--- src/rtl/cpu_ctrl_pkg.sv ---
// Shared definitions for the CPU control sequencer: opcodes, ALU selects,
// sequencer states, instruction classes and IR field positions.
package cpu_ctrl_pkg;

  localparam logic [4:0] OP_ADD  = 5'h03;
  localparam logic [4:0] OP_SUB  = 5'h04;
  localparam logic [4:0] OP_AND  = 5'h05;
  localparam logic [4:0] OP_OR   = 5'h06;
  localparam logic [4:0] OP_SHR  = 5'h07;
  localparam logic [4:0] OP_SHL  = 5'h08;
  localparam logic [4:0] OP_ROR  = 5'h09;
  localparam logic [4:0] OP_ROL  = 5'h0A;
  localparam logic [4:0] OP_MUL  = 5'h0F;
  localparam logic [4:0] OP_DIV  = 5'h10;
  localparam logic [4:0] OP_NOP  = 5'h1A;
  localparam logic [4:0] OP_HALT = 5'h1B;

  localparam logic [3:0] ALU_NONE = 4'd0;
  localparam logic [3:0] ALU_ADD  = 4'd1;
  localparam logic [3:0] ALU_SUB  = 4'd2;
  localparam logic [3:0] ALU_AND  = 4'd3;
  localparam logic [3:0] ALU_OR   = 4'd4;
  localparam logic [3:0] ALU_SHR  = 4'd5;
  localparam logic [3:0] ALU_SHL  = 4'd6;
  localparam logic [3:0] ALU_ROR  = 4'd7;
  localparam logic [3:0] ALU_ROL  = 4'd8;
  localparam logic [3:0] ALU_MUL  = 4'd9;
  localparam logic [3:0] ALU_DIV  = 4'd10;

  typedef enum logic [3:0] {
    ST_IDLE   = 4'd0,
    ST_T0     = 4'd1,
    ST_T1     = 4'd2,
    ST_T2     = 4'd3,
    ST_T3     = 4'd4,
    ST_T4     = 4'd5,
    ST_T5     = 4'd6,
    ST_T6     = 4'd7,
    ST_HALTED = 4'd8
  } state_t;

  typedef enum logic [2:0] {
    CLS_ALU,
    CLS_MULDIV,
    CLS_NOP,
    CLS_HALT,
    CLS_ILLEGAL
  } op_class_t;

  localparam int OPC_LSB = 27;
  localparam int RA_LSB  = 23;
  localparam int RB_LSB  = 19;
  localparam int RC_LSB  = 15;

  function automatic logic [15:0] reg_onehot(input logic [3:0] idx);
    return 16'd1 << idx;
  endfunction

endpackage

--- src/rtl/cpu_ctrl_seq_if.sv ---
// Control bundle between the sequencer (master) and the datapath (slave).
interface cpu_ctrl_seq_if;
  import cpu_ctrl_pkg::*;

  logic        run;
  logic [31:0] ir;
  logic        PCout, MARin, IncPC, PCin, Read, MDRin, MDRout, IRin;
  logic        Yin, Zin, Zlowout, Zhighout, LOin, HIin;
  logic [15:0] Rout;
  logic [15:0] Rin;
  logic [3:0]  alu_op;
  logic        instr_done;
  logic [15:0] instret;
  logic        halted;
  logic        illegal;

  modport master (
    input  run, ir,
    output PCout, MARin, IncPC, PCin, Read, MDRin, MDRout, IRin,
    output Yin, Zin, Zlowout, Zhighout, LOin, HIin,
    output Rout, Rin, alu_op, instr_done, instret, halted, illegal
  );

  modport slave (
    output run, ir,
    input  PCout, MARin, IncPC, PCin, Read, MDRin, MDRout, IRin,
    input  Yin, Zin, Zlowout, Zhighout, LOin, HIin,
    input  Rout, Rin, alu_op, instr_done, instret, halted, illegal
  );

endinterface

--- src/rtl/ctrl_decode.sv ---
// Combinational opcode decoder: instruction class and ALU function select.
module ctrl_decode
  import cpu_ctrl_pkg::*;
(
  input  logic [4:0] opcode,
  output op_class_t  op_class,
  output logic [3:0] alu_op
);

  always_comb begin
    op_class = CLS_ILLEGAL;
    alu_op   = ALU_NONE;
    case (opcode)
      OP_ADD:  begin op_class = CLS_ALU;    alu_op = ALU_ADD; end
      OP_SUB:  begin op_class = CLS_ALU;    alu_op = ALU_SUB; end
      OP_AND:  begin op_class = CLS_ALU;    alu_op = ALU_AND; end
      OP_OR:   begin op_class = CLS_ALU;    alu_op = ALU_OR;  end
      OP_SHR:  begin op_class = CLS_ALU;    alu_op = ALU_SHR; end
      OP_SHL:  begin op_class = CLS_ALU;    alu_op = ALU_SHL; end
      OP_ROR:  begin op_class = CLS_ALU;    alu_op = ALU_ROR; end
      OP_ROL:  begin op_class = CLS_ALU;    alu_op = ALU_ROL; end
      OP_MUL:  begin op_class = CLS_MULDIV; alu_op = ALU_MUL; end
      OP_DIV:  begin op_class = CLS_MULDIV; alu_op = ALU_DIV; end
      OP_NOP:  op_class = CLS_NOP;
      OP_HALT: op_class = CLS_HALT;
      default: ;
    endcase
  end

endmodule

--- src/rtl/cpu_ctrl_seq.sv ---
// Hard-wired fetch/execute sequencer: one state per clock, Moore strobes
// decoded from the state register and the IR.
module cpu_ctrl_seq
  import cpu_ctrl_pkg::*;
(
  input  logic           clk,
  input  logic           clr,
  cpu_ctrl_seq_if.master bus
);

  state_t      state, state_nxt;
  op_class_t   op_class;
  logic [3:0]  dec_alu_op;
  logic [3:0]  ra, rb, rc;
  logic [15:0] instret_q;
  logic        illegal_q;
  logic        unused_ir;

  assign ra        = bus.ir[RA_LSB +: 4];
  assign rb        = bus.ir[RB_LSB +: 4];
  assign rc        = bus.ir[RC_LSB +: 4];
  assign unused_ir = ^bus.ir[RC_LSB-1:0];

  ctrl_decode u_decode (
    .opcode   (bus.ir[OPC_LSB +: 5]),
    .op_class (op_class),
    .alu_op   (dec_alu_op)
  );

  always_ff @(posedge clk or posedge clr) begin
    if (clr) state <= ST_IDLE;
    else     state <= state_nxt;
  end

  always_comb begin
    state_nxt = state;
    case (state)
      ST_IDLE: state_nxt = bus.run ? ST_T0 : ST_IDLE;
      ST_T0:   state_nxt = ST_T1;
      ST_T1:   state_nxt = ST_T2;
      ST_T2:   state_nxt = ST_T3;
      ST_T3: begin
        case (op_class)
          CLS_ALU, CLS_MULDIV: state_nxt = ST_T4;
          CLS_NOP:             state_nxt = bus.run ? ST_T0 : ST_IDLE;
          default:             state_nxt = ST_HALTED;
        endcase
      end
      ST_T4:   state_nxt = ST_T5;
      ST_T5: begin
        if (op_class == CLS_MULDIV) state_nxt = ST_T6;
        else                        state_nxt = bus.run ? ST_T0 : ST_IDLE;
      end
      ST_T6:     state_nxt = bus.run ? ST_T0 : ST_IDLE;
      ST_HALTED: state_nxt = ST_HALTED;
      default:   state_nxt = ST_IDLE;
    endcase
  end

  always_comb begin
    bus.PCout      = 1'b0;
    bus.MARin      = 1'b0;
    bus.IncPC      = 1'b0;
    bus.PCin       = 1'b0;
    bus.Read       = 1'b0;
    bus.MDRin      = 1'b0;
    bus.MDRout     = 1'b0;
    bus.IRin       = 1'b0;
    bus.Yin        = 1'b0;
    bus.Zin        = 1'b0;
    bus.Zlowout    = 1'b0;
    bus.Zhighout   = 1'b0;
    bus.LOin       = 1'b0;
    bus.HIin       = 1'b0;
    bus.Rout       = '0;
    bus.Rin        = '0;
    bus.alu_op     = ALU_NONE;
    bus.instr_done = 1'b0;
    case (state)
      ST_T0: begin
        bus.PCout = 1'b1;
        bus.MARin = 1'b1;
        bus.IncPC = 1'b1;
        bus.Zin   = 1'b1;
      end
      ST_T1: begin
        bus.Zlowout = 1'b1;
        bus.PCin    = 1'b1;
        bus.Read    = 1'b1;
        bus.MDRin   = 1'b1;
      end
      ST_T2: begin
        bus.MDRout = 1'b1;
        bus.IRin   = 1'b1;
      end
      ST_T3: begin
        if (op_class == CLS_ALU || op_class == CLS_MULDIV) begin
          bus.Rout = reg_onehot(rb);
          bus.Yin  = 1'b1;
        end else if (op_class == CLS_NOP) begin
          bus.instr_done = 1'b1;
        end
      end
      ST_T4: begin
        bus.Rout   = reg_onehot(rc);
        bus.Zin    = 1'b1;
        bus.alu_op = dec_alu_op;
      end
      ST_T5: begin
        bus.Zlowout = 1'b1;
        // MUL/DIV moves the low word to LO here; the high word follows in T6
        if (op_class == CLS_MULDIV) begin
          bus.LOin = 1'b1;
        end else begin
          bus.Rin        = reg_onehot(ra);
          bus.instr_done = 1'b1;
        end
      end
      ST_T6: begin
        bus.Zhighout   = 1'b1;
        bus.HIin       = 1'b1;
        bus.instr_done = 1'b1;
      end
      default: ;
    endcase
  end

  always_ff @(posedge clk or posedge clr) begin
    if (clr) begin
      instret_q <= '0;
      illegal_q <= 1'b0;
    end else begin
      if (bus.instr_done) instret_q <= instret_q + 16'd1;
      if (state == ST_T3 && op_class == CLS_ILLEGAL) illegal_q <= 1'b1;
    end
  end

  assign bus.instret = instret_q;
  assign bus.halted  = (state == ST_HALTED);
  assign bus.illegal = illegal_q;

endmodule

--- src/flat_wrapper.sv ---
// flat-port wrapper written by rule: the top's interface ports become plain ports
module cpu_ctrl_seq_flat import cpu_ctrl_pkg::*;
  (clk, clr, bus_run, bus_ir, bus_PCout, bus_MARin, bus_IncPC, bus_PCin, bus_Read, bus_MDRin, bus_MDRout, bus_IRin, bus_Yin, bus_Zin, bus_Zlowout, bus_Zhighout, bus_LOin, bus_HIin, bus_Rout, bus_Rin, bus_alu_op, bus_instr_done, bus_instret, bus_halted, bus_illegal);
  cpu_ctrl_seq_if bus_i ();
  input  logic clk;
  input  logic clr;
  input wire logic [$bits(bus_i.run)-1:0] bus_run;
  input wire logic [$bits(bus_i.ir)-1:0] bus_ir;
  output wire logic [$bits(bus_i.PCout)-1:0] bus_PCout;
  output wire logic [$bits(bus_i.MARin)-1:0] bus_MARin;
  output wire logic [$bits(bus_i.IncPC)-1:0] bus_IncPC;
  output wire logic [$bits(bus_i.PCin)-1:0] bus_PCin;
  output wire logic [$bits(bus_i.Read)-1:0] bus_Read;
  output wire logic [$bits(bus_i.MDRin)-1:0] bus_MDRin;
  output wire logic [$bits(bus_i.MDRout)-1:0] bus_MDRout;
  output wire logic [$bits(bus_i.IRin)-1:0] bus_IRin;
  output wire logic [$bits(bus_i.Yin)-1:0] bus_Yin;
  output wire logic [$bits(bus_i.Zin)-1:0] bus_Zin;
  output wire logic [$bits(bus_i.Zlowout)-1:0] bus_Zlowout;
  output wire logic [$bits(bus_i.Zhighout)-1:0] bus_Zhighout;
  output wire logic [$bits(bus_i.LOin)-1:0] bus_LOin;
  output wire logic [$bits(bus_i.HIin)-1:0] bus_HIin;
  output wire logic [$bits(bus_i.Rout)-1:0] bus_Rout;
  output wire logic [$bits(bus_i.Rin)-1:0] bus_Rin;
  output wire logic [$bits(bus_i.alu_op)-1:0] bus_alu_op;
  output wire logic [$bits(bus_i.instr_done)-1:0] bus_instr_done;
  output wire logic [$bits(bus_i.instret)-1:0] bus_instret;
  output wire logic [$bits(bus_i.halted)-1:0] bus_halted;
  output wire logic [$bits(bus_i.illegal)-1:0] bus_illegal;
  assign bus_i.run = bus_run;
  assign bus_i.ir = bus_ir;
  assign bus_PCout = bus_i.PCout;
  assign bus_MARin = bus_i.MARin;
  assign bus_IncPC = bus_i.IncPC;
  assign bus_PCin = bus_i.PCin;
  assign bus_Read = bus_i.Read;
  assign bus_MDRin = bus_i.MDRin;
  assign bus_MDRout = bus_i.MDRout;
  assign bus_IRin = bus_i.IRin;
  assign bus_Yin = bus_i.Yin;
  assign bus_Zin = bus_i.Zin;
  assign bus_Zlowout = bus_i.Zlowout;
  assign bus_Zhighout = bus_i.Zhighout;
  assign bus_LOin = bus_i.LOin;
  assign bus_HIin = bus_i.HIin;
  assign bus_Rout = bus_i.Rout;
  assign bus_Rin = bus_i.Rin;
  assign bus_alu_op = bus_i.alu_op;
  assign bus_instr_done = bus_i.instr_done;
  assign bus_instret = bus_i.instret;
  assign bus_halted = bus_i.halted;
  assign bus_illegal = bus_i.illegal;
  cpu_ctrl_seq u_core (.clk(clk), .clr(clr), .bus(bus_i));
endmodule
--- config.mk ---
export PLATFORM = sky130hd
export DESIGN_NAME = cpu_ctrl_seq_flat
export DESIGN_NICKNAME = d
export VERILOG_FILES = /design/src/rtl/cpu_ctrl_pkg.sv /design/src/rtl/cpu_ctrl_seq_if.sv /design/src/rtl/ctrl_decode.sv /design/src/rtl/cpu_ctrl_seq.sv /design/src/flat_wrapper.sv
export SDC_FILE = /design/constraint.sdc
export NUM_CORES = 1
export LEC_CHECK = 0
export ABC_AREA = 1
export CAP_MARGIN = 20
export CORE_ASPECT_RATIO = 0.7
export CORE_MARGIN = 4
export CORE_UTILIZATION = 37
export DETAILED_ROUTE_END_ITERATION = 12
export PLACE_DENSITY = 0.77
export SETUP_SLACK_MARGIN = 0.5
export SYNTH_ARGS = -nofsm -noshare
export SYNTH_HDL_FRONTEND = slang
export SYNTH_SLANG_ARGS = --single-unit
--- constraint.sdc ---
create_clock -name clk -period 1.6 [get_ports clk]
set_input_delay 0.4 -clock clk [delete_from_list [all_inputs] [get_ports clk]]
set_output_delay 0.4 -clock clk [all_outputs]
set_load 0.03 [all_outputs]
==> results of run 1 <==
[state kept, by name, indices dropped and copies added (netlist names)]
| name | cells |
|---|---|
| u_core.state | 4 |
| u_core.bus.illegal | 1 |
| u_core.bus.instret | 16 |
[through the flow]
step           hold WS, ps  std cells  total power, mW  setup TNS (ps)
4_1_cts                477        597             3.91          -18640
2_1_floorplan          376        359             1.91           -5230
6_report               460        609             4.84          -32800
5_1_grt                506        609             4.90          -33970
3_3_place_gp           494        564             2.69          -37040
3_5_place_dp           478        564             2.72          -39410
[per-layer routing]
layer  part of all wire [%]  global-route usage (%)  routed length (um)
met5                      0                       0                   0
met4                    8.0                    10.8                1260
met2                     46                    53.7                7210
met3                     13                    8.27                2010
met1                     34                    35.6                5360
[cell families after synthesis]
kind of cell,Yosys count,synth area share [%]
simple gates,246,52.8
buf+inv,60,13.1
compound gates,23,5.62
flops,21,24.6
xor+xnor,8,3.28
fa+ha+maj,1,0.586
[final cells by class]
class	instances	area, um^2
clock buffers	3	41.3
inverters	47	200
flip-flops and latches	21	532
repair buffers	187	2050
fillers	143	314
well taps	72	90.1
multi-input cells	278	2190
clock inverters	1	7.51
[worst max path at each step]
stage | end | slack (ps) | cells after the start | start
after floorplan | bus_PCin | -210 | 4 | u_core.state[3]
after global placement | bus_Rin[1] | -760 | 8 | bus_ir[31]
after detailed placement | bus_Rout[11] | -810 | 11 | bus_ir[30]
after CTS | bus_Rin[2] | -460 | 8 | u_core.state[3]
after global routing | bus_Rout[5] | -690 | 8 | u_core.state[2]
final | bus_Rout[5] | -650 | 8 | u_core.state[2]
[power groups by stage]
stage | Clock (mW) | Sequential [mW] | Combinational (mW)
after global placement | 0 | 0.690 | 2.00
after CTS | 0.376 | 0.689 | 2.84
final | 0.402 | 0.719 | 3.72
after global routing | 0.406 | 0.718 | 3.78
after floorplan | 0 | 0.839 | 1.07
after detailed placement | 0 | 0.690 | 2.03
[worst max-delay path: cells and delay by family (launching register included)]
kind,cells,cell delay [ps]
buffers and inverters,3,320
AND/OR/NAND/NOR,5,780
flip-flops,1,450
[layout by cell type (no fill, tap or decap), types with 5 or more instances in the layout]
| master | netlist | routed |
|---|---|---|
| xor2_1 | 7 | 7 |
| buf_4 | 6 | 54 |
| nand3_4 | 3 | 19 |
| buf_8 | 0 | 5 |
| nand2_2 | 4 | 31 |
| nand4_1 | 10 | 10 |
| o21ai_2 | 0 | 5 |
| nor2_1 | 57 | 25 |
| nor2_4 | 2 | 34 |
| dfrtp_2 | 0 | 5 |
| nor2_2 | 10 | 10 |
| buf_12 | 0 | 8 |
| nor3_4 | 0 | 7 |
| dfrtp_1 | 21 | 16 |
| o21ai_1 | 11 | 7 |
| inv_2 | 0 | 11 |
| buf_6 | 4 | 99 |
| nand3_1 | 41 | 24 |
| clkdlybuf4s50_1 | 0 | 9 |
| nand2_1 | 102 | 56 |
| inv_1 | 47 | 29 |
| nand2_4 | 0 | 18 |
[what timing repair did]
| item | CTS | global route |
|---|---|---|
| gates cloned | 4 | 1 |
| setup buffers | 25 | 11 |
| gates resized for setup | 282 | 127 |
| setup endpoints to repair | 90 | 90 |
| pin swaps | 27 | 40 |
==> impl_metrics.yaml, run 1 <==
logic_synthesis:
  synthCells: 359
  synth.avg_cell_area_um2: 5.95
  ys_seq_area_share_pct: 24.6
  ys.flop_type: "dfrtp_1"
  yosys_warnings: 0
  synth_common_cells: "nand2_1, nor2_1, inv_1"
  syn_area_um2: 2140
  ys_types: 26
  synth.area.top_cells: "dfrtp_1, nand2_1, nor2_1, nand3_1, inv_1"
  netlist.area_leader.share_pct: 24.6
  ys_seq_elements: 21
  post-synth-top-count-cell: "nand2_1"
  synthArstFlopShare_pct: 100
  synth_edf_count: 0
  synth_nets: 395
  yosys.area.top_type: "dfrtp_1"
outcome:
  outcome: "finished with violations"
  violations: "negative setup slack"
power:
  irDropWorstVdd_mv: 0.551
  p_per_area_nw_per_um2: 947
  seqPwrFrac_pct: 14.9
  p_int_mw: 2.42
  p_leak_nw: 2.39
  clockPowerShare_pct: 8.3
  p_sw_share_pct: 49.9
  power.switching_mw: 2.41
  comb_power_share_pct: 76.8
floorplan:
  coreArea_um2: 5420
  dieArea_um2: 7070
  placementRows: 22
  dieWidth_um: 98.8
  die_y_um: 71.6
  start_util_pct: 39.4
  io-pin-count: 104
sta:
  setup_viol: 73
  hold_viol_final: 0
  relSlewSlack_pct: 66.0
  report.final.slew_viol_count: 0
  layout_setup_ws_ps: -647
  tightest_slew_ps: 508
  finalCritPeriodShare_pct: 140
  max_freq_mhz: 445
  rsz0062_at_grt: "true"
  fin_skew_ps: 13.9
  post-route-min-period_ps: 2250
routing:
  viasPerCell: 6.30
  dr.pass1.iters: 8
  drc: 0
  drt-initial-drc-count: 592
  routed_wl_um: 15800
  vias: 3836
  ant_nets: 0
  wl_per_cell_um: 26.0
placed_design:
  post_dp_cell_area_um2: 3560
  globalplace.congestion: 0.845
  place_ws_ps: -808
  hpwl_um: 5800
  port_buffers: 88
finish:
  n_antenna_cell: 0
  fin_area_um2: 5110
  syn2layout_area_growth_pct: 139
  fin_util_pct: 94.2
  final_layout_size_suffix_gt1_share_pct: 63.3
  fin_nets: 574
cts:
  cts.sinks: 21
  postCtsHoldBufs: 0
  clk_pin_slew_ps: 100
  cts-root-buf: "clkbuf_8"
  htreeDepth: 1
  cts_buffers: 3
  insertion_delay_ps: 290
  cts_tree: "built"
  cts_buffer_depth: 2
grt:
  first_global_vias: 3430
  grt_overflow: 0
  antenna_found_initial: 0
  track_usage_pct: 30.4
  grt_first_pass_wirelength_um: 17300
  grt_max_degree: 22
critical_path:
  reg2reg_slack_ps: -390
  rr_startpoint: "u_core.state[3]"
  rr_endpoint: "u_core.bus.instret[6]"
  r2r_cells: 13
  crit_arrival_ps: 1850
  cp-start-kind: "flip-flop"
  critPathKind: "reg2out"
  cp-end-kind: "output pin"
  max_stage_delay_ps: 450
  path_cells: "buf_6 -> inv_4 -> nor2_4 -> nand2_4 -> nor2_4 -> nand2_1 -> nand2_2 -> buf_6"
  worst_ep_required_time_ps: 1200
  cp_slowest_cell: "dfrtp_1"
  crit_fanout: 8
hold_path:
  worst_hold_path_type: "in2async"
flow_run:
  max_cap_viol_count: 0
No activity file was read; power rests on OpenSTA's default activity.
==> run 2, diff against run 1 <==
--- a/config.mk
+++ b/config.mk
@@ -9,10 +9,11 @@
 export CAP_MARGIN = 20
 export CORE_ASPECT_RATIO = 0.7
 export CORE_MARGIN = 4
-export CORE_UTILIZATION = 37
+export CORE_UTILIZATION = 45
 export DETAILED_ROUTE_END_ITERATION = 12
-export PLACE_DENSITY = 0.77
+export PLACE_DENSITY = 0.88
 export SETUP_SLACK_MARGIN = 0.5
 export SYNTH_ARGS = -nofsm -noshare
 export SYNTH_HDL_FRONTEND = slang
 export SYNTH_SLANG_ARGS = --single-unit
+export TNS_END_PERCENT = 5
==> constraint.sdc (replaced) <==
create_clock -name clk -period 2.7 [get_ports clk]
set_input_delay 0.675 -clock clk [delete_from_list [all_inputs] [get_ports clk]]
set_output_delay 0.675 -clock clk [all_outputs]
set_load 0.03 [all_outputs]
==> impl_metrics.yaml, run 2 (synthesized netlist as in run 1, its figures left out) <==
outcome:
  outcome: "completed"
placed_design:
  globalplace.congestion: 0.924
  post_dp_cell_area_um2: 3100
  hpwl_um: 5460
  port_buffers: 88
floorplan:
  die_y_um: 65.6
  dieArea_um2: 5930
  start_util_pct: 47.9
  io-pin-count: 104
  dieWidth_um: 90.3
  coreArea_um2: 4450
  placementRows: 20
critical_path:
  path_cells: "clkdlybuf4s15_2 -> inv_1 -> nor3_2 -> nand2_1 -> nand2_1 -> buf_6"
  cp-endpoint: "bus_Rout[13]"
  rr_startpoint: "u_core.state[1]"
  critPathKind: "in2out"
  reg2reg_slack_ps: 900
  path_depth: 6
  cp-end-kind: "output pin"
  rr_endpoint: "u_core.bus.instret[11]"
  worst_ep_required_time_ps: 2030
  cp.buffers_inverters: 3
  r2r_cells: 9
  crit_arrival_ps: 1860
  crit_fanout: 5
  cp_slowest_cell: "nor3_2"
  crit_start: "bus_ir[15]"
  crit_top_cell: "nand2_1"
  crit_family: "buffers and inverters"
  cp-start-kind: "primary input"
  max_stage_delay_ps: 290
finish:
  fin_area_um2: 3700
  final_layout_size_suffix_gt1_share_pct: 39.3
  syn2layout_area_growth_pct: 73.1
  fin_nets: 518
  layout_commonest_cell: "nand2_1"
  layout_common_cells: "nand2_1, buf_4, inv_1"
  largest_register_ffs: 16
  nFillCells: 255
  multi_input_area_um2: 1670
  n_antenna_cell: 0
  regArea_um2: 526
grt:
  first_global_vias: 2691
  grt_overflow: 0
  antenna_found_initial: 0
  track_usage_pct: 25.9
  grt_first_pass_wirelength_um: 12600
  grt_max_degree: 27
sta:
  hold_viol_final: 0
  fin_skew_ps: 2.54
  setup_tns_ps: 0
  post-route-min-period_ps: 2530
  relSlewSlack_pct: 44.6
  setup_viol: 0
  report.final.slew_viol_count: 0
  max_freq_mhz: 395
  tightest_slew_ps: 830
  rsz0062_at_grt: "true"
  finalCritPeriodShare_pct: 93.8
  fin_hold_ws_ps: 545
cts:
  cts.sinks: 21
  cts_buffers: 3
  insertion_delay_ps: 270
  cts_buffer_depth: 2
  clk_pin_slew_ps: 80
  htreeDepth: 1
  cts-root-buf: "clkbuf_8"
  cts_tree: "built"
  postCtsHoldBufs: 0
hold_path:
  worst_hold_path_type: "reg2reg"
power:
  irDropWorstVdd_mv: 0.212
  p_leak_nw: 1.82
  p_per_area_nw_per_um2: 448
routing:
  wl_per_cell_um: 17.0
  drc: 0
  drt-initial-drc-count: 410
  dr.pass1.iters: 6
  routed_wl_um: 9130
  vias: 3110
  ant_nets: 0
  viasPerCell: 5.80
flow_run:
  max_cap_viol_count: 0
==> run 2: repair_timing <==
item | CTS | global route
hold endpoints to repair | 0 | 0
pin swaps | 20 | 20
gates resized for setup | 109 | 71
cloned | 2 | 0
setup buffers | 10 | 6
setup endpoints to repair | 52 | 52
==> run 2: per-stage QoR <==
step	setup WS, ps	utilization [%]	std cells	total power [mW]
final	167	83.0	536	1.65
after global routing	124	83.0	536	1.74
after CTS	252	77.0	530	1.57
after detailed placement	-328	69.5	514	1.36
after global placement	-291	69.5	514	1.34
after floorplan	408	-	359	1.06
==> run 2: cell type report <==
| type | count | share of cell area (%) |
|---|---|---|
| multi-input combinational | 280 | 45.1 |
| timing repair buffer | 129 | 32.7 |
| sequential | 21 | 14.2 |
| inverter | 47 | 4.91 |
| tap | 55 | 1.86 |
| clock buffer | 3 | 1.12 |
| clock inverter | 1 | 0.135 |
==> run 2: report_power, final <==
group,internal (mW),switching (mW)
clock network,0.103,0.114
registers,0.367,0.0762
logic,0.346,0.649
==> run 2: worst min path at each step <==
stage	startpoint	endpoint	slack [ps]	cells past startpoint
finish	u_core.bus.illegal	u_core.bus.illegal	550	1
global placement	u_core.bus.illegal	u_core.bus.illegal	500	1
CTS	u_core.bus.illegal	u_core.bus.illegal	530	1
global route	u_core.bus.illegal	u_core.bus.illegal	570	1
detailed placement	u_core.bus.illegal	u_core.bus.illegal	510	1
floorplan	clr	u_core.bus.illegal	650	1
==> run 2: routing by layer <==
metal / routed length (um) / GRT usage (%) / up-vias
met5: 0 / 0 / -
met4: 315 / 6.49 / 0
met3: 1090 / 5.38 / 45
met2: 4300 / 44.9 / 258
met1: 3420 / 33.3 / 1430
li1: - / - / 1377
==> run 2: worst register-to-register path, cell delays in order (launching register included) <==
cell     delay (ps)
dfrtp_1         460
inv_1           130
nand2_1         100
nor2_2           90
buf_4           270
nand3_4         130
nand3_4         110
buf_4           280
nand2_1         110
nand2_1          80
